==> src/rtl/pc_unit.sv <==
// Program-counter unit for the fetch stage: next-PC arbitration between trap,
// mret, redirect, stall and sequential flow, plus EPC and a circular return-address stack.
module pc_unit #(
    parameter int              XLEN      = 32,
    parameter logic [XLEN-1:0] RESET_VEC = '0,
    parameter logic [XLEN-1:0] TRAP_VEC  = XLEN'('h100),
    parameter int              RAS_DEPTH = 4
) (
    input  logic            clk,
    input  logic            rst_n,
    input  logic            stall_i,
    input  logic            redirect_i,
    input  logic [XLEN-1:0] redirect_pc_i,
    input  logic            call_i,
    input  logic            ret_i,
    input  logic            trap_i,
    input  logic            mret_i,
    output logic [XLEN-1:0] pc_o,
    output logic [XLEN-1:0] pc_plus4_o,
    output logic [XLEN-1:0] epc_o,
    output logic            misalign_o,
    output logic [XLEN-1:0] ras_top_o,
    output logic            ras_empty_o
);

    localparam int PW = $clog2(RAS_DEPTH);
    localparam int CW = PW + 1;

    typedef enum logic [2:0] {
        SRC_SEQ,
        SRC_HOLD,
        SRC_REDIR,
        SRC_MISALIGN,
        SRC_MRET,
        SRC_TRAP
    } src_e;

    src_e            src;
    logic [XLEN-1:0] pc_q, pc_n;
    logic [XLEN-1:0] epc_q, epc_n;
    logic            mis_q, mis_n;
    logic [XLEN-1:0] redirect_aligned;

    logic [XLEN-1:0] ras_mem [RAS_DEPTH];
    logic [PW-1:0]   ras_ptr, ras_ptr_n, ras_waddr;
    logic [CW-1:0]   ras_cnt, ras_cnt_n;
    logic            ras_push, ras_pop, ras_we;

    assign pc_plus4_o       = pc_q + XLEN'(4);
    assign redirect_aligned = redirect_pc_i & ~XLEN'(1);

    // NOTE: every signal driven here gets a default first so no latch is inferred.
    always_comb begin
        src = SRC_SEQ;
        if (trap_i)                             src = SRC_TRAP;
        else if (mret_i)                        src = SRC_MRET;
        else if (redirect_i && redirect_pc_i[1]) src = SRC_MISALIGN;
        else if (redirect_i)                    src = SRC_REDIR;
        else if (stall_i)                       src = SRC_HOLD;

        pc_n  = pc_plus4_o;
        epc_n = epc_q;
        mis_n = mis_q;
        unique case (src)
            SRC_TRAP: begin
                pc_n  = TRAP_VEC;
                epc_n = pc_q;
                mis_n = 1'b0;
            end
            SRC_MRET: begin
                pc_n  = epc_q;
                mis_n = 1'b0;
            end
            SRC_MISALIGN: begin
                pc_n  = TRAP_VEC;
                epc_n = redirect_aligned;
                mis_n = 1'b1;
            end
            SRC_REDIR: pc_n = redirect_aligned;
            SRC_HOLD:  pc_n = pc_q;
            default:   pc_n = pc_plus4_o;
        endcase
    end

    // Call+return on a non-empty stack rewrites the top in place; on an empty
    // stack the pop is a no-op, so it degenerates to a plain push.
    always_comb begin
        ras_push  = (src == SRC_REDIR) && call_i;
        ras_pop   = (src == SRC_REDIR) && ret_i;
        ras_ptr_n = ras_ptr;
        ras_cnt_n = ras_cnt;
        ras_waddr = ras_ptr;
        ras_we    = 1'b0;
        if (ras_push && ras_pop && ras_cnt != '0) begin
            ras_we = 1'b1;
        end else if (ras_push) begin
            ras_ptr_n = ras_ptr + PW'(1);
            ras_waddr = ras_ptr + PW'(1);
            ras_we    = 1'b1;
            if (ras_cnt != CW'(RAS_DEPTH)) ras_cnt_n = ras_cnt + CW'(1);
        end else if (ras_pop && ras_cnt != '0) begin
            ras_ptr_n = ras_ptr - PW'(1);
            ras_cnt_n = ras_cnt - CW'(1);
        end
    end

    // NOTE: sequential state uses non-blocking assignments only.
    always_ff @(posedge clk) begin
        if (!rst_n) begin
            pc_q    <= RESET_VEC;
            epc_q   <= '0;
            mis_q   <= 1'b0;
            ras_ptr <= '0;
            ras_cnt <= '0;
        end else begin
            pc_q    <= pc_n;
            epc_q   <= epc_n;
            mis_q   <= mis_n;
            ras_ptr <= ras_ptr_n;
            ras_cnt <= ras_cnt_n;
        end
    end

    // NOTE: the stack storage is not reset; the count alone marks entries valid.
    always_ff @(posedge clk) begin
        if (rst_n && ras_we) ras_mem[ras_waddr] <= pc_plus4_o;
    end

    assign pc_o        = pc_q;
    assign epc_o       = epc_q;
    assign misalign_o  = mis_q;
    assign ras_empty_o = (ras_cnt == '0);
    assign ras_top_o   = ras_empty_o ? '0 : ras_mem[ras_ptr];

endmodule

==> config.mk <==
export PLATFORM = sky130hd
export DESIGN_NAME = pc_unit
export DESIGN_NICKNAME = d
export VERILOG_FILES = /design/src/rtl/pc_unit.sv
export SDC_FILE = /design/constraint.sdc
export NUM_CORES = 1
export LEC_CHECK = 0
export ABC_AREA = 1
export CAP_MARGIN = 30
export CORE_MARGIN = 10
export CORE_UTILIZATION = 53
export DETAILED_ROUTE_END_ITERATION = 8
export GPL_ROUTABILITY_DRIVEN = 1
export PLACE_DENSITY = 0.81
export SYNTH_ARGS = -nofsm -noshare
export SYNTH_HDL_FRONTEND = slang
export SYNTH_SLANG_ARGS = --single-unit
==> constraint.sdc <==
create_clock -name clk -period 3.5 [get_ports clk]
set_clock_uncertainty 0.1 [all_clocks]
set_input_delay 0.35 -clock clk [delete_from_list [all_inputs] [get_ports clk]]
set_output_delay 0.35 -clock clk [all_outputs]
set_load 0.1 [all_outputs]
==> key figures <==
Power
  – Clk network pwr share: 0.370
  – Worst IR drop on VDD: around 350 µV
  – Pwr Density: between 400 and 500 nW/µm²
  – Leak pwr: roughly 4.4 nW
  – Sw Pwr: roughly 1.3 mW
  – Sequential Power Share: 0.513
  – Net Sw Frac: 0.273
  – Logic pwr share: 0.117
  – P_int: approximately 3.6 mW

Clocking
  – Hold Buf Count CTS: 0
  – Root Buffer: clkbuf_16
  – Post-CTS setup buffer count: 0
  – Post-CTS Resized: 0
  – TritonCTS clock tree: built
  – Clock slew at reported path FFs: 0.08 ns
  – Total CTS buffers: 17
  – Worst-Skew Late Latency: ~0.44 ns
  – # H-tree levels: 4
  – Max clock buf depth: 2
  – CTS sink count: 200

Detailed routing
  – Post-DRT Antenna Nets: 0
  – DRT met1 WL: 10,900 µm
  – Routed wl met2: roughly 13,000 µm
  – Drt initial violations: ~1,000
  – TritonRoute pass-1 iters: 6
  – Top Metal Used: met4
  – Vias: 8,178
  – Drt drc: 0
  – Vias per std cell: between 5 and 6
  – DR WL met3: 2750 µm
  – Drt total wl: between 20,000 and 30,000 µm
  – Routed WL per cell: 18.8 µm

Placed design
  – Port buffer count: around 170
  – HPWL Detailed: roughly 18,000 µm
  – DP Cell Count: ~1,400
  – Placer Congestion: approximately 0.89

Synthesis
  – Syn. warnings: 0
  – Sequential cell area fraction in the yosys report: 0.575
  – Syn avg cell area: slightly below 9 µm²
  – Mux share of post-synthesis cell area: 0
  – Count of state elements after synthesis: 200
  – EDFF count, synth: 128
  – Post-Synthesis Cells: roughly 1,000
  – Largest family of logic cells by synthesized area: simple AND/OR/NAND/NOR gates
  – Xor/xnor share of the synthesized area: 0.0162
  – Cell variety after synth: 36
  – Cell Area, Synth: ~9200 µm²
  – Leading area contributor after synthesis: edfxtp_1
  – Post-Synth Adder-Cell Area: 0.00544
  – Simple-gate share of the synthesized area: 0.204
  – Top post-synthesis cells by area: edfxtp_1 (42%), dfxtp_1 (16%), nor2_1 (8.5%), a21oi_1 (6.7%), nand2_1 (6.1%)
  – Share of the synthesized area in the top cell type: 0.418
  – Synth Area in Compound Gates: 0.144
  – Synth async-reset ratio: 0
  – Prevailing post-synth register cell: edfxtp_1
  – Net Count, Synth: approximately 1,100

GRT
  – First-pass GRT wire length: approximately 42,000 µm
  – Antenna violations before repair: 0
  – Pin count of the biggest net entering global routing: 66
  – Residual overflow from global routing: 0
  – Gr usage total: 0.232
  – Vias in the first global route: 7,721

Timing
  – Fin crit share: 0.923
  – Fin crit period: around 3.2 ns
  – Least-Margin Pin Slew: between 1 and 1.5 ns
  – Max Clk Rate: 0.310 GHz
  – Slew headroom: 0.303
  – Unrepaired setup endpoints after global routing: no
  – Setup violators final: 0
  – Final Hold Viols: 0
  – Setup TNS Final: 0 ns
  – Max-slew violations: 0
  – Final hold slack: approximately 0.39 ns

Min path
  – Hold depth: 2
  – Worst min path class: reg -> reg

Die
  – Die width: 152 µm
  – Die Ht: around 150 µm
  – Core Box Area: roughly 17,000 µm²
  – Die Area: between 20,000 and 25,000 µm²
  – Initial core utilization: 0.535
  – I/O pin count: 170
  – Row count: 48

Layout
  – Antenna cells: 0
  – # fillers: 1,300
  – Layout cells sized above 1: 0.131
  – Fin cells: 1,441
  – Fin util: 0.707
  – Area delta synth->final: 32.0%
  – Register area: 5290 µm²
  – Nets@finish: roughly 1,200
  – Area of the multi-input gates: 3530 µm²

Setup path
  – WP data required: roughly 3 ns
  – Largest stage delay, worst path: 0.48 ns
  – Startpoint Class: flip-flop
  – CP Data Arrival Time: ~2.8 ns
  – Critical-path top delay cell: nor2_1
  – Worst path cell trace: ha_1 > nand3_1 > nor2_1 > nand3_1 > xor2_2 > buf_4
  – WP depth: 6
  – Worst Path Buf+Inv: 1
  – CP delay by family, top: simple AND/OR/NAND/NOR gates
  – CP endpoint kind: output port
  – Worst R2R Path Depth: 5
  – CP Class: reg -> out
  – Critical Path Fanout Max: 8
  – Crit-path most repeated cell: nand3_1

Status
  – Status: finished, final reports clean

Flow run
  – Maxcap violations: 0
==> cell families (layout without fill, tap and decap cells) <==
family	after synthesis	count (layout)
and+or+nand+nor	445	445
DFF	200	200
xor gates and xnor gates	17	17
adders and majority gates	4	4
AOI/OAI and AO/OA	255	255
buffers and inverters	128	295
==> cells in the mapped netlist, drive strengths merged, types with 2 or more instances <==
cell,n
xor2,15
or2,2
dfxtp,72
a31oi,3
nor2,217
clkbuf,30
a41oi,3
nand3,59
o21ai,104
nand4,6
inv,71
and2,5
o22ai,20
xnor2,2
ha,4
buf,26
edfxtp,128
a21oi,123
nand2,154
==> power by group through the flow <==
stage	clock, mW	sequential, mW	combinational (mW)
finish	1.83	2.53	0.578
global route	1.93	2.53	0.607
CTS	1.83	2.53	0.575
detailed placement	0	2.58	0.573
global placement	0	2.58	0.564
floorplan	0	2.69	0.273
==> final cells by class <==
class                           instances  share of cell area
Timing Repair Buffer                  191               0.184
Tap cell                              225              0.0232
Clock inverter                         15             0.00958
Clock buffer                           17              0.0350
Inverter                               72              0.0226
Multi-Input combinational cell        721               0.291
Sequential cell                       200               0.435
==> tightest hold or removal path, delay by kind of cell (launching register included) <==
family	cells	cell delay, ns
and+or+nand+nor	1	0.07
AOI/OAI and AO/OA	1	0.05
DFF	1	0.33
==> registers in the layout, summed over array words and instances (netlist names), named ones only <==
register and cells:
epc_o 32, misalign_o 1, pc_o 32, ras_cnt 3, ras_mem 128, ras_ptr 2
==> per-stage QoR <==
step           worst slack [ns]  cell area (µm²)  power, mW
2_1_floorplan            0.0637             9320       2.96
3_3_place_gp              0.722            11500       3.14
4_1_cts                   0.292            12100       4.94
6_report                  0.270            12100       4.93
5_1_grt                  0.0440            12100       5.07
3_5_place_dp              0.652            11500       3.15
==> path summary, 6_finish.rpt <==
check / from / endpoint / slack (ns)
min: epc_o[0]$_SDFFE_PN0P_ / epc_o[0]$_SDFFE_PN0P_ / 0.39
min reg2reg: epc_o[0]$_SDFFE_PN0P_ / epc_o[0]$_SDFFE_PN0P_ / 0.39
max: pc_o[2]$_SDFFE_PN0P_ / pc_plus4_o[16] / 0.27
max reg2reg: pc_o[2]$_SDFFE_PN0P_ / ras_mem[0][8]$_DFFE_PP_ / 1.07
==> placed cells by master, fill, tap and decap left out, drive strengths merged <==
master         instances
nor2                 217
nand2                154
edfxtp               128
a21oi                123
clkdlybuf4s50        106
o21ai                104
buf                   85
inv                   76
dfxtp                 72
nand3                 59
o22ai                 20
clkbuf                17
xor2                  15
nand4                  6
clkinv                 6
clkinvlp               5
and2                   5
ha                     4
a41oi                  3
a31oi                  3
xnor2                  2
or2                    2
a21boi                 1
o211ai                 1
nor3                   1
nand3b                 1
==> layer usage <==
layer  up-vias  GRT usage
met1      3871      0.303
met2       409      0.364
met4         0     0.0744
met3        44     0.0671
met5         -          0
li1       3854          -
Power figures use the tool's default switching activity.
==> patch 1 (same flow settings) <==
Reset style: asynchronous (`rst_n`), changed in one clocked block.
--- a/src/rtl/pc_unit.sv
+++ b/src/rtl/pc_unit.sv
@@ -105,7 +105,7 @@
     end
 
     // NOTE: sequential state uses non-blocking assignments only.
-    always_ff @(posedge clk) begin
+    always_ff @(posedge clk or negedge rst_n) begin
         if (!rst_n) begin
             pc_q    <= RESET_VEC;
             epc_q   <= '0;
Function: differs if rst_n is asserted again (counterexample within 4 cycles, from zero or initial values and one cycle with rst_n low); with rst_n held inactive, the same outputs for 4 cycles.
==> patch 1 against the original RTL <==
First-iteration DRC count is 29% lower. Non-clock buffer count is 1 higher. Area after synthesis up 1.7%. Register-to-register slack worse by 0.12 ns. Count of clock-buffer cells in the layout up 1. Maximum frequency grew 6.2%. Cell area up 0.87%. Setup slack better by 0.19 ns. Die area is 1.5% higher. Wire length shrank 3.0%. Sequential cell count is 2 lower. Critical path type unchanged.
Power is not compared: it rests on default switching activity, and its combinational part moved more than twofold at a synthesized area within 25%.
==> patch 1: results (changes against the original RTL) <==
[run_status]
run_status = finished, final reports clean

[placement]
pre_cts_ws_ns = 0.563  ; -0.0898 ns
gp_congestion = 0.913  ; +2.7%
hpwl_um = 18200  ; -0.94%
place_area_um2 = 11700  ; +0.99%

[setup_path]
path_max_fanout = 6  ; -2
ff2ff_path_depth = 7  ; +2
cp_slowest_cell = dfrtp_1
critical_path.startpoint = pc_o[3]
reg2reg_from = ras_ptr[0]
arrival_ns = 2.59  ; -0.19 ns
cpPeakStageDelay_ns = 0.45  ; -0.03 ns
regToRegSetupSlack_ns = 0.95  ; -0.12 ns

[synthesis]
syn_nets = 1006  ; -8.0%
syn_inst = 962  ; -8.3%
synthAdderAreaFrac_pct = 0.535  ; -0.0092 points
synth-async-reset-ratio_pct = 35.4  ; +35 points
synth-seq-area-share_pct = 59.8  ; +2.3 points
synth_compound_area_share_pct = 12.8  ; -1.6 points

[route]
wl_met2_um = 12600  ; -2.1%
via_count = 7629  ; -6.7%
wl_met3_um = 2610  ; -4.8%

[global_routing]
first_global_vias = 7655  ; -0.85%
use_met3_pct = 7.60  ; +0.89 points
use_met1_pct = 27.8  ; -2.5 points
grt_pass1_wl_um = 41300  ; -0.89%

[finish]
drive_gt1_share_pct = 16.1  ; +3.1 points

[sta]
max_slew_margin_pct = 30.8  ; +0.47 points

[min_path]
hp-class = input pin to asynchronous set/reset pin

[patch 1: cell types whose count changed after synthesis, sizes merged, moves of 13 or more]
cell    change
a21oi      -70
a221oi     +13
dfrtp      +70
dfxtp      -72
inv        +20
nand3      -38
o21ai      -16
o221ai     +28
o22ai      -13
[patch 1: logic make-up after synthesis]
group | count (synthesis)
AOI/OAI and AO/OA | 201
xor gates and xnor gates | 21
adders and majority gates | 4
buffers and inverters | 137
DFF | 198
and+or+nand+nor | 401
[patch 1: area by class of cell]
cell class | count | area [um^2] | area share [%]
Sequential cell | 198 | 5600 | 45.7
Multi-Input combinational cell | 627 | 3310 | 27.0
Inverter | 91 | 345 | 2.82
Clock buffer | 18 | 429 | 3.50
Clock inverter | 14 | 104 | 0.848
Timing Repair Buffer | 192 | 2180 | 17.8
Tap cell | 225 | 282 | 2.30
[patch 1: how the worst min path moves through the flow]
stage	endpoint	from	depth (start not counted)	slack, ns
3_5_place_dp	misalign_o	misalign_o	2	0.40
3_3_place_gp	misalign_o	misalign_o	2	0.36
5_1_grt	ras_ptr[0]	rst_n	2	0.09
6_report	ras_ptr[1]	rst_n	2	0.02
2_1_floorplan	epc_o[0]	rst_n	0	-0.05
4_1_cts	ras_ptr[1]	rst_n	2	0.08
[patch 1: stage by stage]
step | total power (uW) | utilization (%)
after floorplan | 6530 | -
after global placement | 8410 | 67.3
after detailed placement | 8460 | 67.4
after CTS | 10200 | 70.5
after global routing | 10600 | 70.8
final | 10200 | 70.8
[patch 1: where the power goes]
| part | internal, uW | total [uW] | switching, uW |
|---|---|---|---|
| combinational | 1660 | 5700 | 4050 |
| sequential | 2600 | 2710 | 108 |
| clock | 911 | 1780 | 870 |
==> patch 2 (config.mk and constraints unchanged) <==
Made on the original files. Change the parameter `RAS_DEPTH` from 4 to 2.
--- a/src/rtl/pc_unit.sv
+++ b/src/rtl/pc_unit.sv
@@ -4,7 +4,7 @@
     parameter int              XLEN      = 32,
     parameter logic [XLEN-1:0] RESET_VEC = '0,
     parameter logic [XLEN-1:0] TRAP_VEC  = XLEN'('h100),
-    parameter int              RAS_DEPTH = 4
+    parameter int              RAS_DEPTH = 2
 ) (
     input  logic            clk,
     input  logic            rst_n,
Function: changed (a bounded check fails within 10 cycles, from zero or initial values and one cycle with rst_n low).
==> patch 2 against the original RTL <==
Sequential power decreased by 34%. Setup slack improved by 0.27 ns. Register-to-register slack improved by 0.06 ns. Synthesized cell count decreased by 23%. Sequential cell count decreased by 67. Critical endpoint is now pc_plus4_o[21]. Power decreased by 18%. Area after synthesis decreased by 30%. Wire length decreased by 23%. Cell area decreased by 27%.
==> patch 2: results (changes against the original RTL) <==
[run_status]
run_status = finished, final reports clean

[route]
drtPass1Iterations = 5  ; -1
wirelength_um = 21000  ; -23%
drtIter0Drc = 726  ; -27%
vias_per_cell = 5.61  ; -1.2%

[placement]
place_area_um2 = 8220  ; -29%
hpwl_um = 14900  ; -19%
dp_cells = 1091  ; -22%

[setup_path]
critical_path.startpoint = pc_o[11]
cp_slowest_cell = dfxtp_1
ff2ff_path_depth = 7  ; +2
cpPeakStageDelay_ns = 0.56  ; +0.08 ns
arrival_ns = 2.51  ; -0.27 ns
reg2reg_from = ras_cnt[1]

[global_routing]
grt_usage_pct = 24.3  ; +1.1 points
first_global_vias = 5926  ; -23%

[synthesis]
synth_edf_count = 64  ; -50%
synth-main-ff-cell = dfxtp_1
syn_nets = 850  ; -22%
synth_common_cells = nand2_1, a21oi_1, nor2_1, dfxtp_1, edfxtp_1

[min_path]
min_to = misalign_o
min-delay-start = misalign_o

[finish]
nFillCells = 923  ; -29%
drive_gt1_share_pct = 15.6  ; +2.5 points

[power]
p_leak_uw = 0.00328  ; -25%
vdd_drop_max_v = 0.000237  ; -32%

[clock_network]
path_clk_slew_ns = 0.06  ; -0.02 ns

[patch 2: cell type report]
class	instances	area (um^2)	share of cell area [%]
sequential	133	3300	37.3
clock inverter	14	200	2.26
inverter	69	268	3.03
clock buffer	18	429	4.85
tap	147	184	2.08
timing repair buffer	179	1620	18.4
multi-input combinational	563	2840	32.1
[patch 2: logic make-up (layout without fill, tap and decap cells)]
group           after synthesis  count (layout)  share of synthesized area, %
simple gates                351             351                          22.9
compound gates              194             194                          15.8
fa+ha+maj                     3               3                         0.582
buf+inv                     111             280                          7.16
xor+xnor                     15              15                          2.27
flops                       133             133                          51.2
[patch 2: through the flow]
stage / hold WS (ns) / setup WS [ns]
floorplan: 0.362 / -0.000373
global placement: 0.355 / 0.745
detailed placement: 0.368 / 0.704
CTS: 0.378 / 0.548
global route: 0.397 / 0.333
finish: 0.378 / 0.544
[patch 2: worst max path at each step]
stage          cells past startpoint             end  slack [ns]
2_1_floorplan                      3   ras_mem[0][5]     -0.0004
3_3_place_gp                       9  ras_mem[1][27]        0.75
3_5_place_dp                       9  ras_mem[1][27]        0.70
4_1_cts                            9  pc_plus4_o[14]        0.55
5_1_grt                            9  pc_plus4_o[14]        0.33
6_report                           6  pc_plus4_o[21]        0.54
[patch 2: routing by layer]
metal  GRT usage (%)  share of wire [%]  vias to the layer above
li1                -                  -                     3002
met1            32.7                 42                     2962
met2            37.5                 46                      293
met3            5.72                9.2                       38
met4            8.80                2.6                        0
met5               0                  0                        -
[patch 2: where the power goes]
part | internal [uW] | total [uW] | switching, uW
Clock | 1200 | 1900 | 700
Combinational | 119 | 480 | 361
Sequential | 1640 | 1660 | 21.8
